File: config.mk
export PLATFORM = sky130hd
export DESIGN_NAME = sram_ctrl
export DESIGN_NICKNAME = d
export VERILOG_FILES = /design/src/rtl/sram_ctrl_pkg.sv /design/src/rtl/sram_ctrl.sv
export SDC_FILE = /design/constraint.sdc
export NUM_CORES = 1
export LEC_CHECK = 0
export ABC_AREA = 1
export BUFFER_PORTS_ARGS = -buffer_cell sky130_fd_sc_hd__buf_2
export CAP_MARGIN = 20
export CORE_ASPECT_RATIO = 0.9
export CORE_MARGIN = 8
export CORE_UTILIZATION = 49
export CTS_BUF_LIST = sky130_fd_sc_hd__clkbuf_8 sky130_fd_sc_hd__clkbuf_16
export CTS_CLUSTER_SIZE = 28
export DETAILED_ROUTE_END_ITERATION = 8
export GPL_ROUTABILITY_DRIVEN = 1
export PLACE_DENSITY_LB_ADDON = 0.08
export SLEW_MARGIN = 20
export SYNTH_ARGS = -nofsm -noshare
export SYNTH_HDL_FRONTEND = slang
export SYNTH_SLANG_ARGS = --single-unit
File: constraint.sdc
create_clock -name clk -period 2.5 [get_ports clk]
set_input_delay 0.5 -clock clk [delete_from_list [all_inputs] [get_ports clk]]
set_output_delay 0.5 -clock clk [all_outputs]
set_load 0.005 [all_outputs]
File: src/rtl/sram_ctrl_pkg.sv
// Shared definitions for the pipeline-side asynchronous SRAM controller:
// FSM state encodings and the external data-bus width.
package sram_ctrl_pkg;

    localparam int SRAM_DW = 32;

    typedef enum logic [2:0] {
        SRAM_ST_IDLE     = 3'd0,
        SRAM_ST_RD       = 3'd1,
        SRAM_ST_WR_SETUP = 3'd2,
        SRAM_ST_WR_PULSE = 3'd3,
        SRAM_ST_WR_HOLD  = 3'd4,
        SRAM_ST_DONE     = 3'd5
    } sram_state_e;

endpackage

File: src/rtl/sram_ctrl.sv
// Runs one multi-cycle asynchronous SRAM read or write per MEM-stage request,
// stalling the pipeline until the cycle completes. All pad-side outputs are registered.
module sram_ctrl
    import sram_ctrl_pkg::*;
#(
    parameter int ADDR_W    = 18,
    parameter int RD_CYCLES = 2,
    parameter int WR_CYCLES = 2
) (
    input  logic                  clk,
    input  logic                  rst_n,
    input  logic                  mem_req,
    input  logic                  mem_wr,
    input  logic [31:0]           mem_addr,
    input  logic [31:0]           mem_wdata,
    input  logic [3:0]            mem_bwe,
    output logic [31:0]           mem_rdata,
    output logic                  mem_stall,
    output logic [ADDR_W-1:0]     sram_addr,
    output logic [SRAM_DW-1:0]    sram_dq_o,
    output logic                  sram_dq_oe,
    input  logic [SRAM_DW-1:0]    sram_dq_i,
    output logic                  sram_ce_n,
    output logic                  sram_oe_n,
    output logic                  sram_we_n,
    output logic [3:0]            sram_be_n
);

    localparam int MAX_CYC = (RD_CYCLES > WR_CYCLES) ? RD_CYCLES : WR_CYCLES;
    localparam int CNT_W   = $clog2(MAX_CYC) + 1;
    localparam logic [CNT_W-1:0] RD_LOAD = CNT_W'(RD_CYCLES - 1);
    localparam logic [CNT_W-1:0] WR_LOAD = CNT_W'(WR_CYCLES - 1);

    sram_state_e         state_q, state_d;
    logic [CNT_W-1:0]    cnt_q, cnt_d;
    logic [3:0]          bwe_q, bwe_d;
    logic [ADDR_W-1:0]   addr_q, addr_d;
    logic [SRAM_DW-1:0]  dq_o_q, dq_o_d;
    logic [31:0]         rdata_q, rdata_d;
    logic                dq_oe_q, dq_oe_d;
    logic                ce_n_q, ce_n_d;
    logic                oe_n_q, oe_n_d;
    logic                we_n_q, we_n_d;
    logic [3:0]          be_n_q, be_n_d;
    logic                accept;
    logic                cnt_last;
    logic                unused_addr_bits;

    assign accept           = (state_q == SRAM_ST_IDLE) && mem_req;
    assign cnt_last         = (cnt_q == '0);
    assign unused_addr_bits = ^{mem_addr[31:ADDR_W+2], mem_addr[1:0]};

    assign mem_stall = accept
                     || (state_q == SRAM_ST_RD)
                     || (state_q == SRAM_ST_WR_SETUP)
                     || (state_q == SRAM_ST_WR_PULSE)
                     || (state_q == SRAM_ST_WR_HOLD);

    // Next state, request latches and wait counter.
    always_comb begin
        state_d = state_q;
        cnt_d   = cnt_q;
        bwe_d   = bwe_q;
        addr_d  = addr_q;
        dq_o_d  = dq_o_q;
        rdata_d = rdata_q;
        case (state_q)
            SRAM_ST_IDLE: begin
                if (mem_req) begin
                    addr_d  = mem_addr[ADDR_W+1:2];
                    dq_o_d  = mem_wdata;
                    bwe_d   = mem_bwe;
                    state_d = mem_wr ? SRAM_ST_WR_SETUP : SRAM_ST_RD;
                end
            end
            SRAM_ST_RD: begin
                if (cnt_last) begin
                    rdata_d = sram_dq_i;
                    state_d = SRAM_ST_DONE;
                end
            end
            SRAM_ST_WR_SETUP: state_d = SRAM_ST_WR_PULSE;
            SRAM_ST_WR_PULSE: if (cnt_last) state_d = SRAM_ST_WR_HOLD;
            SRAM_ST_WR_HOLD:  state_d = SRAM_ST_DONE;
            SRAM_ST_DONE:     state_d = SRAM_ST_IDLE;
            default:          state_d = SRAM_ST_IDLE;
        endcase

        if (state_d != state_q) begin
            if (state_d == SRAM_ST_RD) begin
                cnt_d = RD_LOAD;
            end else if (state_d == SRAM_ST_WR_PULSE) begin
                cnt_d = WR_LOAD;
            end else begin
                cnt_d = '0;
            end
        end else if (!cnt_last) begin
            cnt_d = cnt_q - CNT_W'(1);
        end
    end

    // Pad controls are decoded from the state being entered so they are
    // registered and change on the same edge as the state.
    always_comb begin
        ce_n_d  = 1'b1;
        oe_n_d  = 1'b1;
        we_n_d  = 1'b1;
        be_n_d  = 4'hF;
        dq_oe_d = 1'b0;
        case (state_d)
            SRAM_ST_RD: begin
                ce_n_d = 1'b0;
                oe_n_d = 1'b0;
                be_n_d = 4'h0;
            end
            SRAM_ST_WR_SETUP, SRAM_ST_WR_HOLD: begin
                ce_n_d  = 1'b0;
                be_n_d  = ~bwe_d;
                dq_oe_d = 1'b1;
            end
            SRAM_ST_WR_PULSE: begin
                ce_n_d  = 1'b0;
                we_n_d  = 1'b0;
                be_n_d  = ~bwe_d;
                dq_oe_d = 1'b1;
            end
            default: ;
        endcase
    end

    always_ff @(posedge clk or negedge rst_n) begin
        if (!rst_n) begin
            state_q <= SRAM_ST_IDLE;
            cnt_q   <= '0;
            bwe_q   <= '0;
            addr_q  <= '0;
            dq_o_q  <= '0;
            rdata_q <= '0;
            dq_oe_q <= 1'b0;
            ce_n_q  <= 1'b1;
            oe_n_q  <= 1'b1;
            we_n_q  <= 1'b1;
            be_n_q  <= 4'hF;
        end else begin
            state_q <= state_d;
            cnt_q   <= cnt_d;
            bwe_q   <= bwe_d;
            addr_q  <= addr_d;
            dq_o_q  <= dq_o_d;
            rdata_q <= rdata_d;
            dq_oe_q <= dq_oe_d;
            ce_n_q  <= ce_n_d;
            oe_n_q  <= oe_n_d;
            we_n_q  <= we_n_d;
            be_n_q  <= be_n_d;
        end
    end

    assign mem_rdata  = rdata_q;
    assign sram_addr  = addr_q;
    assign sram_dq_o  = dq_o_q;
    assign sram_dq_oe = dq_oe_q;
    assign sram_ce_n  = ce_n_q;
    assign sram_oe_n  = oe_n_q;
    assign sram_we_n  = we_n_q;
    assign sram_be_n  = be_n_q;

endmodule

==> run metrics <==
outcome=finished, final reports clean; DRT antenna net count=0; initial antenna violation count=0; CTS tree=done; commonest non-fill, non-tap cells in the layout=buf_2, nand2_1, dfrtp_1; worst slew pin tran=879 ps; Worst-Skew Late Latency=350 ps; die height=101 um; Synth top area share=59.0%; critical path's slowest cell=nand4_4; post-route insts no fill=650; FF-to-FF path depth=4; top fanout value on the critical path=32; dpl cells=636; root buf cell=clkbuf_8; area of the multi-input gates=1260 sq um; Final Setup Violations=0; Syn Inst Count=369; Overall Power=6600 uW; Critical Path RT=2730 ps; post-CTS setup buffer count=0; DR WL/cell=14.7 um; Mapped Nets=474; GP Congestion=0.813; global-route wire length before repair=15.1 mm; post-cts repair resize count=0; post-synth top area cell=dfrtp_1; crit end category=flop; count of max-cap constraint violations=0; 1st-pass router iterations=6; FMAX=0.514 GHz; Synth Area per Inst=10.6 sq um; setup tns final=0 ps; Leak=0.00286 uW; CP Data Arrival Time=2180 ps; DR vias=3004; synth unique cells=27; pin count of the biggest net entering global routing=55; Register Area=2490 sq um; minimum clock period=1950 ps; part of the cycle the worst path needs=77.9%; PortBufs=180; Rel. slew slack=41.4%; Post-CTS Hold Fix Bufs=0; largest cells by area after synthesis=dfrtp_1, nand2_1, mux2_2, dfstp_2, buf_2; Die X=110 um; crit start category=flop; Setup CP Type=reg -> reg; Syn. warnings=0; io pins=195; Layout fillers=686; crit path buf inv count=1; core box area=7870 sq um; Util after Layout=64.8%; H-tree Lvls=3; Worst VDD drop=0.000829 V; Netlist Area Pre-Place=3900 sq um; area growth from synthesis to layout=30.7%; r2r setup slk=550 ps; fin nets=653; Seq/Total Area, Yosys=63.7%; vias in the first global route=3022; min-delay worst type=in -> async; initial core utilization=49.6%; CP cell instances=inv_1 -> ha_1 -> nand4_4 -> mux2_1; drt first-iter violations=161; n_diodes=0; # rows=31; DR vias/cell=4.62; CP max stage delay=510 ps; cell family with most CP delay=simple AND/OR/NAND/NOR gates; TritonCTS buffer count=9; Clock Skews=11.9 ps; layout cells sized above 1=45.6%; Slew Limit Fails=0; DP HPWL=7.14 mm; clock-pin slew on the worst setup and hold paths=90 ps; most common cell after layout, fill and taps aside=buf_2; Hold Fails Final Rpt=0; CTS max path bufs=2; Power Dens Cells=1290 nW/um^2; grt ovf=0; die area=11100 sq um; drt total wl=9.58 mm; RSZ-0062 raised after global routing=false; WP depth=4; DRC Markers=0; Yosys reg bits=99; gr usage total=17.3%; Clock Sinks=99
==> flip-flops by register name, indices dropped and copies added (netlist names), 2 cells and up <==
| signal | flops |
|---|---|
| mem_rdata | 32 |
| sram_dq_o | 32 |
| sram_addr | 18 |
| bwe_q | 4 |
| sram_be_n | 4 |
| state_q | 3 |
| cnt_q | 2 |
==> Yosys cell counts <==
cell type / count
inv_2: 3
nand2_4: 1
nor2_8: 1
o21ai_2: 1
o31ai_1: 1
o21ai_1: 4
a211o_2: 1
nand4_4: 1
a21oi_1: 1
dfstp_2: 7
ha_1: 1
o21a_1: 1
nand3_1: 4
nand2_2: 5
o211ai_1: 1
mux2_2: 30
nand2_1: 175
nor2_4: 1
buf_2: 11
mux2_1: 2
nor2_1: 2
xor2_1: 1
dfrtp_1: 92
buf_6: 4
nor2_2: 3
nand4_1: 2
inv_1: 13
==> metal layers <==
layer  up-vias  track usage (%)  wire [um]
met5         -                0          0
met4         0             5.02        147
met3        12             5.63        830
met2       117             28.1       4680
met1      1370             21.4       3920
li1       1505                -          -
==> metrics by stage <==
| stage | setup WS, ps | cell area, sq um | hold WS, ps |
|---|---|---|---|
| floorplan | 1040 | 3910 | 204 |
| CTS | 527 | 5100 | 174 |
| detailed placement | 529 | 4870 | 453 |
| finish | 553 | 5100 | 171 |
| global route | 396 | 5100 | 179 |
| global placement | 567 | 4870 | 449 |
==> worst paths after layout <==
path                                     startpoint                   endpoint
max                            cnt_q[0]$_DFFE_PN0P_   mem_rdata[6]$_DFFE_PN0P_
min                                           rst_n   sram_dq_o[1]$_DFFE_PN0P_
max reg2reg                    cnt_q[0]$_DFFE_PN0P_   mem_rdata[6]$_DFFE_PN0P_
min reg2reg                sram_dq_o[3]$_DFFE_PN0P_   sram_dq_o[3]$_DFFE_PN0P_
max in group asynchronous                     rst_n  mem_rdata[18]$_DFFE_PN0P_
min in group clk                        mem_addr[5]   sram_addr[3]$_DFFE_PN0P_
==> power by group <==
| group | total, uW | internal [uW] | switching (uW) | leakage (uW) |
|---|---|---|---|---|
| logic | 2610 | 1220 | 1380 | 0.00155 |
| clock network | 1200 | 685 | 511 | 0.000119 |
| registers | 2800 | 2430 | 371 | 0.00119 |
==> cell families after synthesis <==
kind of cell / after synthesis / synth area share (%)
DFF: 99 / 63.7
and+or+nand+nor: 195 / 20.8
buffers and inverters: 31 / 4.10
adders and majority gates: 1 / 0.320
xor gates and xnor gates: 1 / 0.224
muxes: 32 / 9.23
AOI/OAI and AO/OA: 10 / 1.70
==> layout make-up <==
cell class / instances / share of cell area, %
Timing Repair Buffer: 183 / 18.4
Tap cell: 99 / 2.43
Clock buffer: 10 / 2.70
Clock inverter: 4 / 1.94
Sequential cell: 99 / 48.7
Multi-Input combinational cell: 239 / 24.7
Inverter: 16 / 1.18
==> worst register-to-register path, cell delays in order, from the launching register on <==
cell and delay, ps:
dfrtp_1 390, inv_1 60, ha_1 360, nand4_4 510, mux2_1 520
Power figures use the tool's default switching activity.
